**src/rtl/sobel_pkg.sv**
```systemverilog
// sobel_pkg: constants and types shared by the Sobel front end.
//   PIXEL_W     default pixel width
//   DIR_*       scan direction codes produced by move_control
//   ld_state_t  window_loader FSM states
package sobel_pkg;

  localparam int PIXEL_W = 8;

  localparam logic [1:0] DIR_NONE  = 2'b00;
  localparam logic [1:0] DIR_RIGHT = 2'b01;
  localparam logic [1:0] DIR_LEFT  = 2'b10;
  localparam logic [1:0] DIR_DOWN  = 2'b11;

  typedef enum logic [1:0] {
    ST_IDLE  = 2'd0,
    ST_ISSUE = 2'd1,
    ST_WAIT  = 2'd2,
    ST_DONE  = 2'd3
  } ld_state_t;

endpackage

```
**src/rtl/window_shift_reg.sv**
```systemverilog
// window_shift_reg: 3x3 pixel register array.
//   clk, n_reset     clock, async active-low reset (clears all pixels)
//   i_shift_en       shift the whole window one step along i_dir
//   i_dir            DIR_RIGHT: col c <= col c+1, DIR_LEFT: col c <= col c-1,
//                    DIR_DOWN: row r <= row r+1, DIR_NONE: hold
//   i_wr_en          write i_wr_data into slot (i_wr_row, i_wr_col)
//   o_window         pixel (r,c) at bits [PIXEL_W*(3r+c) +: PIXEL_W]
module window_shift_reg
  import sobel_pkg::*;
#(
  parameter int PIXEL_W = sobel_pkg::PIXEL_W
) (
  input  logic                 clk,
  input  logic                 n_reset,
  input  logic                 i_shift_en,
  input  logic [1:0]           i_dir,
  input  logic                 i_wr_en,
  input  logic [1:0]           i_wr_row,
  input  logic [1:0]           i_wr_col,
  input  logic [PIXEL_W-1:0]   i_wr_data,
  output logic [9*PIXEL_W-1:0] o_window
);

  // [row][col][bit]; packing order matches the flat window layout
  logic [2:0][2:0][PIXEL_W-1:0] r_pix;

  // Shift and write are never requested together by the loader; shift wins.
  always_ff @(posedge clk or negedge n_reset) begin
    if (!n_reset) begin
      r_pix <= '0;
    end else if (i_shift_en) begin
      case (i_dir)
        DIR_RIGHT: begin
          r_pix[0][1:0] <= r_pix[0][2:1];
          r_pix[1][1:0] <= r_pix[1][2:1];
          r_pix[2][1:0] <= r_pix[2][2:1];
        end
        DIR_LEFT: begin
          r_pix[0][2:1] <= r_pix[0][1:0];
          r_pix[1][2:1] <= r_pix[1][1:0];
          r_pix[2][2:1] <= r_pix[2][1:0];
        end
        DIR_DOWN: r_pix[1:0] <= r_pix[2:1];
        default: ;
      endcase
    end else if (i_wr_en) begin
      r_pix[i_wr_row][i_wr_col] <= i_wr_data;
    end
  end

  assign o_window = r_pix;

endmodule

```
**src/rtl/window_loader.sv**
```systemverilog
// window_loader: fetches and maintains the 3x3 window for the Sobel stage.
// Full load reads 9 pixels; a move shifts the window and reads the 3 new ones.
// One single-pixel read outstanding at a time.
//   clk, n_reset          clock, async active-low reset
//   width                 image row pitch (pixels)
//   base_addr             window top-left address
//   direction             01 right, 10 left, 11 row advance, 00 none
//   load_initial          request full load (wins over start_fetch)
//   start_fetch           request incremental fetch (full load if direction 00)
//   mem_ren/mem_addr      read strobe / address to image memory
//   mem_rdata/mem_rvalid  read return
//   window, window_valid  3x3 window and one-cycle completion strobe
//   busy                  FSM not idle
//   mem_err               sticky read timeout (only with WINDOW_LOADER_TIMEOUT_EN)
// Build option: define WINDOW_LOADER_TIMEOUT_EN to abort a read after 16
// cycles without mem_rvalid; otherwise WAIT waits forever and mem_err is 0.
module window_loader
  import sobel_pkg::*;
#(
  parameter int ADDR_W  = 8,
  parameter int PIXEL_W = sobel_pkg::PIXEL_W
) (
  input  logic                 clk,
  input  logic                 n_reset,
  input  logic [11:0]          width,
  input  logic [ADDR_W-1:0]    base_addr,
  input  logic [1:0]           direction,
  input  logic                 load_initial,
  input  logic                 start_fetch,
  output logic                 mem_ren,
  output logic [ADDR_W-1:0]    mem_addr,
  input  logic [PIXEL_W-1:0]   mem_rdata,
  input  logic                 mem_rvalid,
  output logic [9*PIXEL_W-1:0] window,
  output logic                 window_valid,
  output logic                 busy,
  output logic                 mem_err
);

  ld_state_t         r_state;
  logic [ADDR_W-1:0] r_base;
  logic [11:0]       r_width;
  logic [1:0]        r_dir;
  logic              r_full;
  logic [1:0]        r_row, r_col;   // slot of the read in flight
  logic [3:0]        r_cnt;          // pixels already captured
  logic              r_mem_ren;
  logic [ADDR_W-1:0] r_mem_addr;
  logic              r_valid;

  logic       w_accept, w_full_req, w_shift_en, w_wr_en, w_last;
  logic [1:0] w_row0, w_col0, w_next_row, w_next_col;

  // base + r*width + c, wrapping modulo 2^ADDR_W
  function automatic logic [ADDR_W-1:0] pix_addr(input logic [ADDR_W-1:0] base,
                                                 input logic [11:0] w,
                                                 input logic [1:0] row,
                                                 input logic [1:0] col);
    logic [ADDR_W-1:0] w_a;
    logic [ADDR_W-1:0] off;
    w_a = ADDR_W'(w);
    off = (row == 2'd2) ? (w_a << 1) : (row == 2'd1) ? w_a : '0;
    pix_addr = base + off + ADDR_W'(col);
  endfunction

  assign w_accept   = (r_state == ST_IDLE) && (load_initial || start_fetch);
  assign w_full_req = load_initial || (direction == DIR_NONE);
  assign w_shift_en = w_accept && !w_full_req;
  assign w_wr_en    = (r_state == ST_WAIT) && mem_rvalid;
  assign w_last     = (r_cnt == (r_full ? 4'd8 : 4'd2));

  // First slot to refill for the accepted request
  always_comb begin
    w_row0 = 2'd0;
    w_col0 = 2'd0;
    if (!w_full_req) begin
      case (direction)
        DIR_RIGHT: w_col0 = 2'd2;
        DIR_DOWN:  w_row0 = 2'd2;
        default: ;
      endcase
    end
  end

  // Raster order for full loads; walk the refilled column or row otherwise
  always_comb begin
    w_next_row = r_row;
    w_next_col = r_col;
    if (r_full) begin
      if (r_col == 2'd2) begin
        w_next_col = 2'd0;
        w_next_row = r_row + 2'd1;
      end else begin
        w_next_col = r_col + 2'd1;
      end
    end else if (r_dir == DIR_DOWN) begin
      w_next_col = r_col + 2'd1;
    end else begin
      w_next_row = r_row + 2'd1;
    end
  end

`ifdef WINDOW_LOADER_TIMEOUT_EN
  logic [4:0] r_tmo;
  logic       r_err;
`endif

  always_ff @(posedge clk or negedge n_reset) begin
    if (!n_reset) begin
      r_state    <= ST_IDLE;
      r_base     <= '0;
      r_width    <= '0;
      r_dir      <= DIR_NONE;
      r_full     <= 1'b0;
      r_row      <= '0;
      r_col      <= '0;
      r_cnt      <= '0;
      r_mem_ren  <= 1'b0;
      r_mem_addr <= '0;
      r_valid    <= 1'b0;
`ifdef WINDOW_LOADER_TIMEOUT_EN
      r_tmo      <= '0;
      r_err      <= 1'b0;
`endif
    end else begin
      r_mem_ren <= 1'b0;
      r_valid   <= 1'b0;
      case (r_state)
        ST_IDLE: begin
          if (w_accept) begin
            r_base     <= base_addr;
            r_width    <= width;
            r_dir      <= direction;
            r_full     <= w_full_req;
            r_row      <= w_row0;
            r_col      <= w_col0;
            r_cnt      <= '0;
            r_mem_ren  <= 1'b1;
            r_mem_addr <= pix_addr(base_addr, width, w_row0, w_col0);
            r_state    <= ST_ISSUE;
          end
        end
        ST_ISSUE: begin
`ifdef WINDOW_LOADER_TIMEOUT_EN
          r_tmo   <= '0;
`endif
          r_state <= ST_WAIT;
        end
        ST_WAIT: begin
          if (mem_rvalid) begin
            if (w_last) begin
              r_valid <= 1'b1;
              r_state <= ST_DONE;
            end else begin
              r_row      <= w_next_row;
              r_col      <= w_next_col;
              r_cnt      <= r_cnt + 4'd1;
              r_mem_ren  <= 1'b1;
              r_mem_addr <= pix_addr(r_base, r_width, w_next_row, w_next_col);
              r_state    <= ST_ISSUE;
            end
          end
`ifdef WINDOW_LOADER_TIMEOUT_EN
          // 16th cycle in WAIT with no data: abandon the fetch
          else if (r_tmo == 5'd15) begin
            r_err   <= 1'b1;
            r_state <= ST_IDLE;
          end else begin
            r_tmo <= r_tmo + 5'd1;
          end
`endif
        end
        ST_DONE: r_state <= ST_IDLE;
        default: r_state <= ST_IDLE;
      endcase
    end
  end

  window_shift_reg #(.PIXEL_W(PIXEL_W)) u_win (
    .clk        (clk),
    .n_reset    (n_reset),
    .i_shift_en (w_shift_en),
    .i_dir      (direction),
    .i_wr_en    (w_wr_en),
    .i_wr_row   (r_row),
    .i_wr_col   (r_col),
    .i_wr_data  (mem_rdata),
    .o_window   (window)
  );

  assign mem_ren      = r_mem_ren;
  assign mem_addr     = r_mem_addr;
  assign window_valid = r_valid;
  assign busy         = (r_state != ST_IDLE);
`ifdef WINDOW_LOADER_TIMEOUT_EN
  assign mem_err      = r_err;
`else
  assign mem_err      = 1'b0;
`endif

endmodule

```
**config.mk**
```make
export PLATFORM = sky130hd
export DESIGN_NAME = window_loader
export DESIGN_NICKNAME = d
export VERILOG_FILES = /design/src/rtl/sobel_pkg.sv /design/src/rtl/window_shift_reg.sv /design/src/rtl/window_loader.sv
export SDC_FILE = /design/constraint.sdc
export NUM_CORES = 1
export LEC_CHECK = 0
export CORE_UTILIZATION = 52
export CTS_BUF_LIST = sky130_fd_sc_hd__clkbuf_8
export CTS_CLUSTER_SIZE = 14
export DETAILED_ROUTE_END_ITERATION = 10
export HOLD_SLACK_MARGIN = 0.15
export PLACE_DENSITY = 0.9
export SLEW_MARGIN = 25
export SYNTH_ARGS = -nofsm -noshare
export SYNTH_HDL_FRONTEND = slang
export SYNTH_SLANG_ARGS = --single-unit
```
**constraint.sdc**
```tcl
create_clock -name clk -period 4.3 [get_ports clk]
set_input_delay 0.86 -clock clk [delete_from_list [all_inputs] [get_ports clk]]
set_output_delay 0.86 -clock clk [all_outputs]
set_load 0.01 [all_outputs]
```
==> impl_metrics.ini <==
[run_status]
status = complete, no violations

[clock_network]
cts.sinks = 111
clock_latency_ns = 0.40
numCtsBuffers = 9
tritoncts = yes
postCtsHoldBufs = 0
cts_resized = 0
clockBufferDepth = 2
path_clk_slew_ns = 0.11
clockRootBuffer = clkbuf_8
cts_setup_buffers = 0
htree_levels = 3

[critical_path]
r2r_slack_ns = 0.25
critPathLaunchType = register
r2r-start = r_col[0]$_DFFE_PN0P_
cp_max_fo = 7
cp-end-kind = register
crit_arrival_ns = 4.37
worst-setup-path-type = reg -> reg
required_ns = 4.61
reg2reg_to = mem_addr[7]$_DFFE_PN0P_
reg2reg_depth = 16

[power]
ir_drop_v = 0.0003192
p_leak_nw = 3.444
p_per_area_mw_per_mm2 = 723.8

[detailed_routing]
drc = 0
viasPerCell = 6.275
drt_iter0_drc = 670
antenna_left = 0
met3_wirelength_um = 1158
wl_met2_um = 9760
firstDrtPassIters = 5
dr_total_vias = 6601
wire_per_inst_um = 18.29
wl_um = 19240
routed.top_layer = met4
wl_met1_um = 7714

[logic_synthesis]
yosysMostFrequentCell = dfrtp_1
synth_top_area_cell = dfrtp_1
syn_area_mm2 = 0.007005
synth-async-reset-ratio_pct = 100.0
postSynthAreaPerCell_um2 = 8.757
ys.flop_type = dfrtp_1
synth_seq_cells = 111
syn-instance-count = 800
synth-edff-count = 0
synth.distinct_cells = 61
synth_top_area_share_pct = 39.65
synth_commonest_cells = dfrtp_1 (111), nand2_1 (104), a21oi_1 (87), nor2_1 (83), a31oi_1 (39)
synth_nets = 873
ys_top_cells_by_area = dfrtp_1 (40%), a21oi_1 (6.2%), ha_1 (5.9%)
ys_warn_count = 0
synth-seq-area-share_pct = 39.65

[finish]
syn_to_final_growth_pct = 18.72
nFillCells = 1063
num-nets-final = 945
drive_gt1_share_pct = 6.735
n_antenna_cell = 0

[global_route]
antenna_found_initial = 0
overflow = 0
grt_max_degree = 77
first_global_vias = 6172
grtUsageTotal_pct = 27.87
grt_pass1_wl_um = 30800

[die]
fp.dieW_um = 118.1
rows = 42
start_util_pct = 53.11
die_height_um = 118.1
core_area_mm2 = 0.01319
fp.dieArea_mm2 = 0.01394
ios = 119

[sta]
rsz0062_at_grt = no
fin_ws_ns = 0.2453
hold_viol = 0
drv_slew = 0
fmax_ghz = 0.2466
finClkSkew_ns = 0.02123
setup_tns_ns = 0
slew_headroom_pct = 35.78
finalCriticalPeriod_ns = 4.055
finalSetupViolations = 0
tightest_slew_ns = 0.9622
period_share_pct = 94.30

[placement]
place.gp.congestion = 0.8853
numPortBuffers = 113
hpwlAfterDp_um = 13880
dp_slack_ns = 0.1681

[hold_path]
min_path_type = in -> async

[job]
max_cap_viol_count = 0
==> state kept, by name, summed over array words and instances (netlist names) <==
register / flops
u_win.o_window: 72
r_state: 2
r_cnt: 4
r_row: 2
mem_addr: 8
r_dir: 2
r_base: 8
r_full: 1
window_valid: 1
mem_ren: 1
r_col: 2
r_width: 8
==> cell usage in the layout, fill, tap and decap left out, drive strengths merged, types with 2 or more instances in the layout <==
cell and count:
a221oi 12, o2bb2ai 6, o221a 2, buf 13, and2 12, nor2 84, xnor2 8, a22oi 32
a31oi 39, o21a 19, a21o 5, fa 5, nand2 105, o31ai 2, nor2b 18, o211ai 17
a32oi 2, clkinv 3, and3 9, a211o 2, dfrtp 111, nand3b 4, a211oi 4, clkdlybuf4s50 112
nand4 2, ha 33, o21ai 34, inv 16, nor3 2, clkbuf 10, o22ai 3, or2 3
nand2b 3, xor2 2, mux2 9, nand3 28, nand4b 2, a22o 3, a21oi 88
==> where the power goes <==
part	internal [W]	leakage [nW]	switching [W]
Sequential	0.00154	1.36	0.000583
Combinational	0.00162	1.99	0.00169
Clock	0.000211	0.0859	0.000377
Total	0.00337	3.44	0.00265
==> worst max-delay path, stage by stage (launching register included) <==
cell      delay [ns]
dfrtp_1         0.36
inv_1           0.11
ha_1            0.22
nand2b_1        0.20
and2_1          0.20
nor2_1          0.35
a22o_1          0.18
o21ai_0         0.10
fa_1            0.50
inv_1           0.04
ha_1            0.22
fa_1            0.46
a211oi_1        0.31
o21ai_0         0.15
a21oi_1         0.17
xnor3_1         0.22
o22ai_1         0.19
==> cell type report <==
| type | instances | area [µm²] | area share, % |
|---|---|---|---|
| Sequential cell | 111 | 2778 | 33.40 |
| Inverter | 14 | 52.55 | 0.6319 |
| Tap cell | 176 | 220.2 | 2.648 |
| Clock buffer | 9 | 123.9 | 1.489 |
| Timing Repair Buffer | 126 | 1227 | 14.76 |
| Multi-Input combinational cell | 610 | 3871 | 46.55 |
| Clock inverter | 6 | 43.79 | 0.5266 |
==> metal layers <==
| layer | vias to the layer above | global-route usage, % |
|---|---|---|
| met5 | - | 0 |
| met4 | 0 | 12.26 |
| met3 | 56 | 5.039 |
| met2 | 328 | 47.46 |
| met1 | 3203 | 34.48 |
| li1 | 3014 | - |
==> stage by stage <==
| stage | instance area [µm²] | hold slack, ns | total power [W] | utilization [%] | instances |
|---|---|---|---|---|---|
| floorplan | 7005 | 0.4523 | 0.003990 | - | 800 |
| global placement | 8130 | 0.4641 | 0.005252 | 61.64 | 1035 |
| detailed placement | 8130 | 0.4729 | 0.005384 | 61.64 | 1035 |
| CTS | 8298 | 0.4972 | 0.005973 | 62.91 | 1050 |
| global route | 8317 | 0.5182 | 0.006417 | 63.05 | 1052 |
| finish | 8317 | 0.4808 | 0.006019 | 63.05 | 1052 |
==> logic make-up after synthesis <==
group	Yosys count	synth area share, %
buf+inv	79	5.269
fa+ha+maj	38	7.323
mux	10	1.590
simple gates	277	18.00
flops	111	39.65
xor+xnor	11	1.572
other cells	1	0.05353
compound gates	273	26.54
==> worst max-delay path by stage <==
stage | start | end | slack [ns] | cells after the start
2_1_floorplan | r_row[0]$_DFFE_PN0P_ | mem_addr[7]$_DFFE_PN0P_ | 0.39 | 15
3_3_place_gp | direction[0] | mem_addr[6]$_DFFE_PN0P_ | 0.28 | 13
3_5_place_dp | direction[0] | mem_addr[6]$_DFFE_PN0P_ | 0.17 | 13
4_1_cts | r_col[0]$_DFFE_PN0P_ | mem_addr[7]$_DFFE_PN0P_ | 0.23 | 16
5_1_grt | r_col[0]$_DFFE_PN0P_ | mem_addr[7]$_DFFE_PN0P_ | 0.02 | 16
6_report | r_col[0]$_DFFE_PN0P_ | mem_addr[7]$_DFFE_PN0P_ | 0.25 | 16
Note: power is estimated with default switching activity, not from simulation.
